<file path="src/rtl/writeback_unit.sv">
// Writeback arbiter: merges ALU results with a small FIFO of load responses
// into a single register-file write port, with load formatting and an anti-starvation limit.
module writeback_unit #(
   parameter int XLEN         = 32,
   parameter int LQ_DEPTH     = 2,
   parameter int STARVE_LIMIT = 4
) (
   input  logic                      clk,
   input  logic                      rst,
   input  logic                      alu_valid,
   output logic                      alu_ready,
   input  logic [4:0]                alu_rd,
   input  logic [XLEN-1:0]           alu_result,
   input  logic                      load_valid,
   output logic                      load_ready,
   input  logic [4:0]                load_rd,
   input  logic [2:0]                load_funct3,
   input  logic [1:0]                load_offset,
   input  logic [XLEN-1:0]           load_rdata,
   output logic                      rd_wen,
   output logic [4:0]                rd_addr,
   output logic [XLEN-1:0]           rd_wdata,
   output logic                      load_err,
   output logic [$clog2(LQ_DEPTH):0] lq_count
);

   localparam int PW = $clog2(LQ_DEPTH);
   localparam int CW = PW + 1;
   localparam int SW = (STARVE_LIMIT < 1) ? 1 : $clog2(STARVE_LIMIT + 1);

   typedef enum logic [2:0] {
      LD_LB  = 3'b000,
      LD_LH  = 3'b001,
      LD_LW  = 3'b010,
      LD_LBU = 3'b100,
      LD_LHU = 3'b101
   } load_kind_t;

   typedef struct packed {
      logic [4:0]      rd;
      logic [2:0]      funct3;
      logic [1:0]      offset;
      logic [XLEN-1:0] rdata;
   } lq_entry_t;

   lq_entry_t       lq_mem [LQ_DEPTH];
   lq_entry_t       head;
   logic [PW-1:0]   wr_ptr;
   logic [PW-1:0]   rd_ptr;
   logic [SW-1:0]   starve_cnt;
   logic            lq_empty;
   logic            enq;
   logic            alu_gnt;
   logic            load_gnt;
   logic            load_legal;
   logic [7:0]      byte_sel;
   logic [15:0]     half_sel;
   logic [XLEN-1:0] load_value;

   // Ready signals depend only on registered state, so an entry enqueued
   // this cycle cannot be seen by the grant logic until the next one.
   assign lq_empty   = (lq_count == '0);
   assign load_ready = (lq_count < CW'(LQ_DEPTH));
   assign alu_ready  = !(!lq_empty && (starve_cnt == SW'(STARVE_LIMIT)));
   assign enq        = load_valid && load_ready;
   assign alu_gnt    = alu_valid && alu_ready;
   assign load_gnt   = !alu_gnt && !lq_empty;
   assign head       = lq_mem[rd_ptr];

   always_comb begin
      byte_sel = head.rdata[7:0];
      case (head.offset)
         2'd0:    byte_sel = head.rdata[7:0];
         2'd1:    byte_sel = head.rdata[15:8];
         2'd2:    byte_sel = head.rdata[23:16];
         default: byte_sel = head.rdata[31:24];
      endcase
      half_sel = head.offset[1] ? head.rdata[31:16] : head.rdata[15:0];
   end

   always_comb begin
      load_legal = 1'b0;
      load_value = '0;
      case (head.funct3)
         LD_LB: begin
            load_legal = 1'b1;
            load_value = {{(XLEN-8){byte_sel[7]}}, byte_sel};
         end
         LD_LBU: begin
            load_legal = 1'b1;
            load_value = {{(XLEN-8){1'b0}}, byte_sel};
         end
         LD_LH: begin
            load_legal = !head.offset[0];
            load_value = {{(XLEN-16){half_sel[15]}}, half_sel};
         end
         LD_LHU: begin
            load_legal = !head.offset[0];
            load_value = {{(XLEN-16){1'b0}}, half_sel};
         end
         LD_LW: begin
            load_legal = (head.offset == 2'd0);
            load_value = head.rdata;
         end
         default: begin
            load_legal = 1'b0;
            load_value = '0;
         end
      endcase
   end

   // Queue storage carries no reset; validity is tracked by the pointers.
   always_ff @(posedge clk) begin
      if (enq) begin
         lq_mem[wr_ptr] <= '{rd: load_rd, funct3: load_funct3,
                             offset: load_offset, rdata: load_rdata};
      end
   end

   always_ff @(posedge clk) begin
      if (rst) begin
         wr_ptr     <= '0;
         rd_ptr     <= '0;
         lq_count   <= '0;
         starve_cnt <= '0;
         rd_wen     <= 1'b0;
         rd_addr    <= '0;
         rd_wdata   <= '0;
         load_err   <= 1'b0;
      end else begin
         if (enq) begin
            wr_ptr <= wr_ptr + 1'b1;
         end
         if (load_gnt) begin
            rd_ptr <= rd_ptr + 1'b1;
         end

         case ({enq, load_gnt})
            2'b10:   lq_count <= lq_count + 1'b1;
            2'b01:   lq_count <= lq_count - 1'b1;
            default: lq_count <= lq_count;
         endcase

         if (lq_empty || load_gnt) begin
            starve_cnt <= '0;
         end else if (alu_gnt) begin
            starve_cnt <= starve_cnt + 1'b1;
         end

         rd_wen   <= 1'b0;
         load_err <= 1'b0;
         if (alu_gnt) begin
            if (alu_rd != 5'd0) begin
               rd_wen   <= 1'b1;
               rd_addr  <= alu_rd;
               rd_wdata <= alu_result;
            end
         end else if (load_gnt) begin
            if (!load_legal) begin
               load_err <= 1'b1;
            end else if (head.rd != 5'd0) begin
               rd_wen   <= 1'b1;
               rd_addr  <= head.rd;
               rd_wdata <= load_value;
            end
         end
      end
   end

endmodule

</file>
<file path="config.mk">
export PLATFORM = sky130hd
export DESIGN_NAME = writeback_unit
export DESIGN_NICKNAME = d
export VERILOG_FILES = /design/src/rtl/writeback_unit.sv
export SDC_FILE = /design/constraint.sdc
export NUM_CORES = 1
export LEC_CHECK = 0
export BUFFER_PORTS_ARGS = -buffer_cell sky130_fd_sc_hd__buf_2
export CAP_MARGIN = 10
export CELL_PAD_IN_SITES_DETAIL_PLACEMENT = 0
export CELL_PAD_IN_SITES_GLOBAL_PLACEMENT = 1
export CORE_UTILIZATION = 43
export CTS_CLUSTER_DIAMETER = 100
export DETAILED_ROUTE_END_ITERATION = 8
export PLACE_DENSITY_LB_ADDON = 0.1
export SYNTH_ARGS = -nofsm -noshare
export SYNTH_HDL_FRONTEND = slang
export SYNTH_SLANG_ARGS = --single-unit
</file>
<file path="constraint.sdc">
create_clock -name clk -period 3.7 [get_ports clk]
set_clock_uncertainty 0.1 [all_clocks]
set_input_delay 0.185 -clock clk [delete_from_list [all_inputs] [get_ports clk]]
set_output_delay 0.185 -clock clk [all_outputs]
set_load 0.01 [all_outputs]
</file>
# After elaboration in Yosys (flattened, before gate mapping)
# Memory sizes are Yosys's and may differ from the RTL's. A register that Yosys moved wholly into a read port is not among the register bits.
# Index checks and enable logic that the tools add are counted.
[classes]
add_sub_neg = 5
magnitude_cmp = 1
eq_ne = 10
muxes = 25
n_bitwise = 1
reduce_logical = 23
[ops]
columns = ["operator", "n"]
rows = [
  ["$mux W32", 5],
  ["$pmux W32 S5", 1],
  ["$mux W5", 5],
  ["$pmux W8 S3", 1],
  ["$mux W16", 1],
  ["$mux W1", 10],
  ["$reduce_bool A5 Y1", 2],
  ["$eq A3 B3 Y1 const B", 3],
  ["$reduce_bool A2 Y1", 4],
  ["$reduce_or A2 Y1", 3],
  ["$eq A2 B1 Y1 const B", 2],
  ["$eq A2 B2 Y1 const B", 2],
  ["$logic_and A1 B1 Y1", 4],
  ["$logic_not A1 Y1", 4],
  ["$logic_not A2 Y1", 2],
  ["$pmux W2 S2", 1],
  ["$reduce_and A4 Y1", 1],
  ["$add A3 B1 Y3 const B", 1],
  ["$eq A3 B1 Y1 const B", 1],
  ["$eq A3 B2 Y1 const B", 1],
  ["$logic_not A3 Y1", 1],
  ["$pmux W1 S3", 1],
  ["$reduce_or A3 Y1", 1],
  ["$add A1 B1 Y1 const B", 2],
  ["6 further kinds", 6],
]
[word_totals]
reg_bits = 46
ramBits = 84
memories = 1
[memory_table]
columns = ["name", "depth", "word_bits", "read_ports", "rd_ports_with_merged_regs", "wr", "line_no", "source"]
rows = [
  ["lq_mem", 2, 42, 1, 1, 1, "46", "lq_entry_t lq_mem [LQ_DEPTH];"],
]

# Longest topological paths before layout
[logic_depth]
word_depth = 9
mapped_depth = 11

# Least setup slack after synthesis
# OpenSTA, ideal clock, no wires.
[synth_timing]
path_kind = "register -> register"
startpoint = "register lq_count[1]"
endpoint = "memory lq_mem[0][0] (netlist name) (enable)"
setup_ns = 0.441
arrival_time_ns = 2.388
t_required_ns = 3.159
slack_ns = 0.770
path_stages_with_launch = 4
synth_period_minus_slack_ns = 2.930
cell_sequence = "dfxtp_1 inv_1 nand2_1 nor2_1"
[synth_between]
elab_chain_cells = 4
[synth_rtl]
columns = ["item", "line_no", "source"]
rows = [
  ["from (decl)", "24", "output logic [$clog2(LQ_DEPTH):0] lq_count"],
  ["from (signal assigned)", "139", "2'b10: lq_count <= lq_count + 1'b1;"],
  ["from (signal assigned)", "140", "2'b01: lq_count <= lq_count - 1'b1;"],
  ["from (signal assigned)", "141", "default: lq_count <= lq_count;"],
  ["$lt A2 B2 Y1", "63", "assign load_ready = (lq_count < CW'(LQ_DEPTH));"],
  ["named net load_ready", "15", "output logic load_ready,"],
  ["$logic_and A1 B1 Y1", "65", "assign enq = load_valid && load_ready;"],
  ["$mux W1", "114", "if (enq) begin"],
  ["$mux W1 (not written as such)", "115", "lq_mem[wr_ptr] <= '{rd: load_rd, funct3: load_funct3,"],
  ["to (decl)", "46", ""],
]
# The timed path passes the listed nets, and every way through them passes these cells.

==> results.md <==
* Post-synthesis compound-gate area fraction at 0.152
* Crit-path cells: mux2i_2 -> mux2_2 -> a21oi_1 -> nor2_1 -> o21ai_2 -> o221a_2
* Clock tree buffer depth at 2
* Ys Warns at 0
* Reg2Reg Depth at 6
* Mux cell area share after synthesis at 0.106
* DRC violations left at 0
* Netlist cell types at 58
* Number of global-route vias before repair at 4395
* Slowest CP cell: dfxtp_2
* Port Buffers at 125
* Hold Path Class: in -> reg
* Worst-path clk slew at 0.06 ns
* Design Area, Final at 7710 sq um
* Slew HR at 0.302
* Die Height at 118 um
* Worst Setup EP: rd_wdata[20]
* Via Count at 4530
* DRT antenna net count at 0
* Filler cells at 1121
* DRT Wirelength at 15200 um
* Worst endpoint data arrival time at 3.20 ns
* Synth Area in XOR/XNOR at 0.00753
* Top-Level Pins at 126
* Hold_sp: rst
* Number of synthesized flops with an enable pin at 84
* Hpwl dp at 10500 um
* Area delta synth->final at 32.7%
* Startpoint types: flip-flop
* RSZ-0062 raised after global routing: false
* NumNets Final at 751
* Htree depth at 4
* Die area at 14000 sq um
* Max FO, Critical Path at 30
* Area leader, netlist: edfxtp_1
* Slew Limit Fails at 0
* CTS tree: built
* N_diodes at 0
* WP data required at 3.96 ns
* CP Depth at 6
* Hold slack at 0.0137 ns
* Initial DRT Pass Iterations at 5
* Initial Utilization at 0.441
* Vias per cell at 5.31
* Placed Area at 6590 sq um
* Power Dens Cells at 667 nW/um^2
* PnR worst setup slack at 0.761 ns
* Reg-to-reg slack, setup at 0.76 ns
* Final non-filler cell total at 853
* Leakage at 3.00 nW
* Share of layout cells above drive strength 1 at 0.285
* Gpl congestion at 0.840
* Sequential cell area fraction in the yosys report at 0.596
* CP Class: reg -> reg
* Synth area leaders: edfxtp_1 43%, dfxtp_1 16%, mux2i_1 8.3%
* Fmax at 0.340 GHz
* Post-Syn Area at 5810 sq um
* Gr usage total at 0.226
* Core Util, Final at 0.585
* Clock tree root buffer cell: clkbuf_16
* Total CTS buffers at 17
* Worst-Margin Slew at 1.05 ns
* Slowest stage delay, CP at 0.80 ns
* First-pass GRT wire length at 23800 um
* WL/cell at 17.8 um
* Most frequent cells in the layout: 125 x buf_2, 84 x edfxtp_1, 55 x dlygate4sd3_1, 54 x o21ai_0, 51 x nand2_1
* Hold Fails Final Rpt at 0
* Core area at 13200 sq um
* Row cnt at 42
* Congestion Overflow GR at 0
* Synth Area in Simple Gates at 0.0969
* Placed insts at 767
* Synth top area share at 0.434
* Final period util at 0.794
* Worst VDD drop at 0.000341 V
* Top delay family on crit path: compound AO/OA/AOI/OAI gates
* Endpoints failing setup at 0
* Worst reg2reg path endpoint: rd_wdata[20]
* Min Tclk post-route at 2.94 ns
* Largest family of logic cells by synthesized area: compound AO/OA/AOI/OAI gates
* Share of flip-flops with an asynchronous set or reset at 0
* Clock Latency Late Sink at 0.41 ns
* Syn nets at 571
* Commonest non-fill, non-tap cell in the layout: buf_2
* Avg Synthesized Cell Area at 12.0 sq um
* Largest net degree at the start of global routing at 43
* Max capacitance violation total at 0
* Ys flop type: edfxtp_1
* Tot Pwr at 5.15 mW
* Synth Instances at 485
* DP Worst Slack at 0.785 ns
* Worst Path Buf+Inv at 0
* Initial antenna violation count at 0
* Post_cts resized at 0
* Status: completed
* Adder-Cell Fraction of Synth Area at 0.00646
* CTS Hold Bufs at 55
* Flops & latches, synth at 131
* DIE WIDTH at 118 um
* Setup_tns at 0 ns
* # clock sinks at 131
* Iter 0 DRT Violations at 400
* Setup Fix Bufs, Post-CTS at 0
* CP Capture Type: flip-flop
## state kept, by name, indices dropped and copies added (netlist names), named ones only
register	flops
load_err	1
lq_count	2
lq_mem	84
rd_addr	5
rd_ptr	1
rd_wdata	32
rd_wen	1
starve_cnt	3
wr_ptr	1
## area by class of cell
type	instances	area, sq um	area share
Clock inverter	12	140	0.0182
Clock buffer	19	433	0.0562
Multi-Input combinational cell	317	2160	0.281
Inverter	6	22.5	0.00292
Sequential cell	131	3460	0.449
Tap cell	176	220	0.0286
Timing Repair Buffer	192	1270	0.164
## worst min-delay path by stage
stage | to | depth (start not counted)
global route | lq_count[0] | 2
CTS | lq_count[0] | 2
global placement | lq_mem[0][34] | 1
finish | lq_count[0] | 2
detailed placement | lq_mem[0][14] | 1
floorplan | starve_cnt[2] | 1
## cells by family (layout without fill, tap and decap cells)
logic type	Yosys count	count (layout)
xor+xnor	5	5
fa+ha+maj	3	3
simple gates	122	122
mux	56	56
flops	131	131
buf+inv	37	229
compound gates	131	131
## cells in the mapped netlist (all sizes together) (3+ instances only)
library cell  number
mux2               3
nor2              37
a31oi             21
nand3              3
and2               4
mux4               4
ha                 3
dfxtp             47
clkbuf            15
o211ai             4
mux2i             49
buf               16
o21ai             58
o22ai             15
xor2               3
nor2b              5
nand2             52
a21oi              7
o221a             15
nor3               3
edfxtp            84
inv                6
## metal layers
metal  vias to the layer above  GRT usage  share of wire
met1                      2140      0.332           0.49
met2                       162      0.316           0.42
met4                         0     0.0881          0.016
li1                       2203          -              -
met3                        25     0.0574          0.069
met5                         -          0              0
## where the power goes
| group | leakage [nW] | switching [mW] | internal (mW) |
|---|---|---|---|
| Combinational | 1.55 | 0.878 | 0.606 |
| Clock | 0.275 | 0.587 | 1.04 |
| Sequential | 1.17 | 0.175 | 1.86 |
| Total | 3.00 | 1.64 | 3.51 |
No activity file was read; power rests on OpenSTA's default activity.
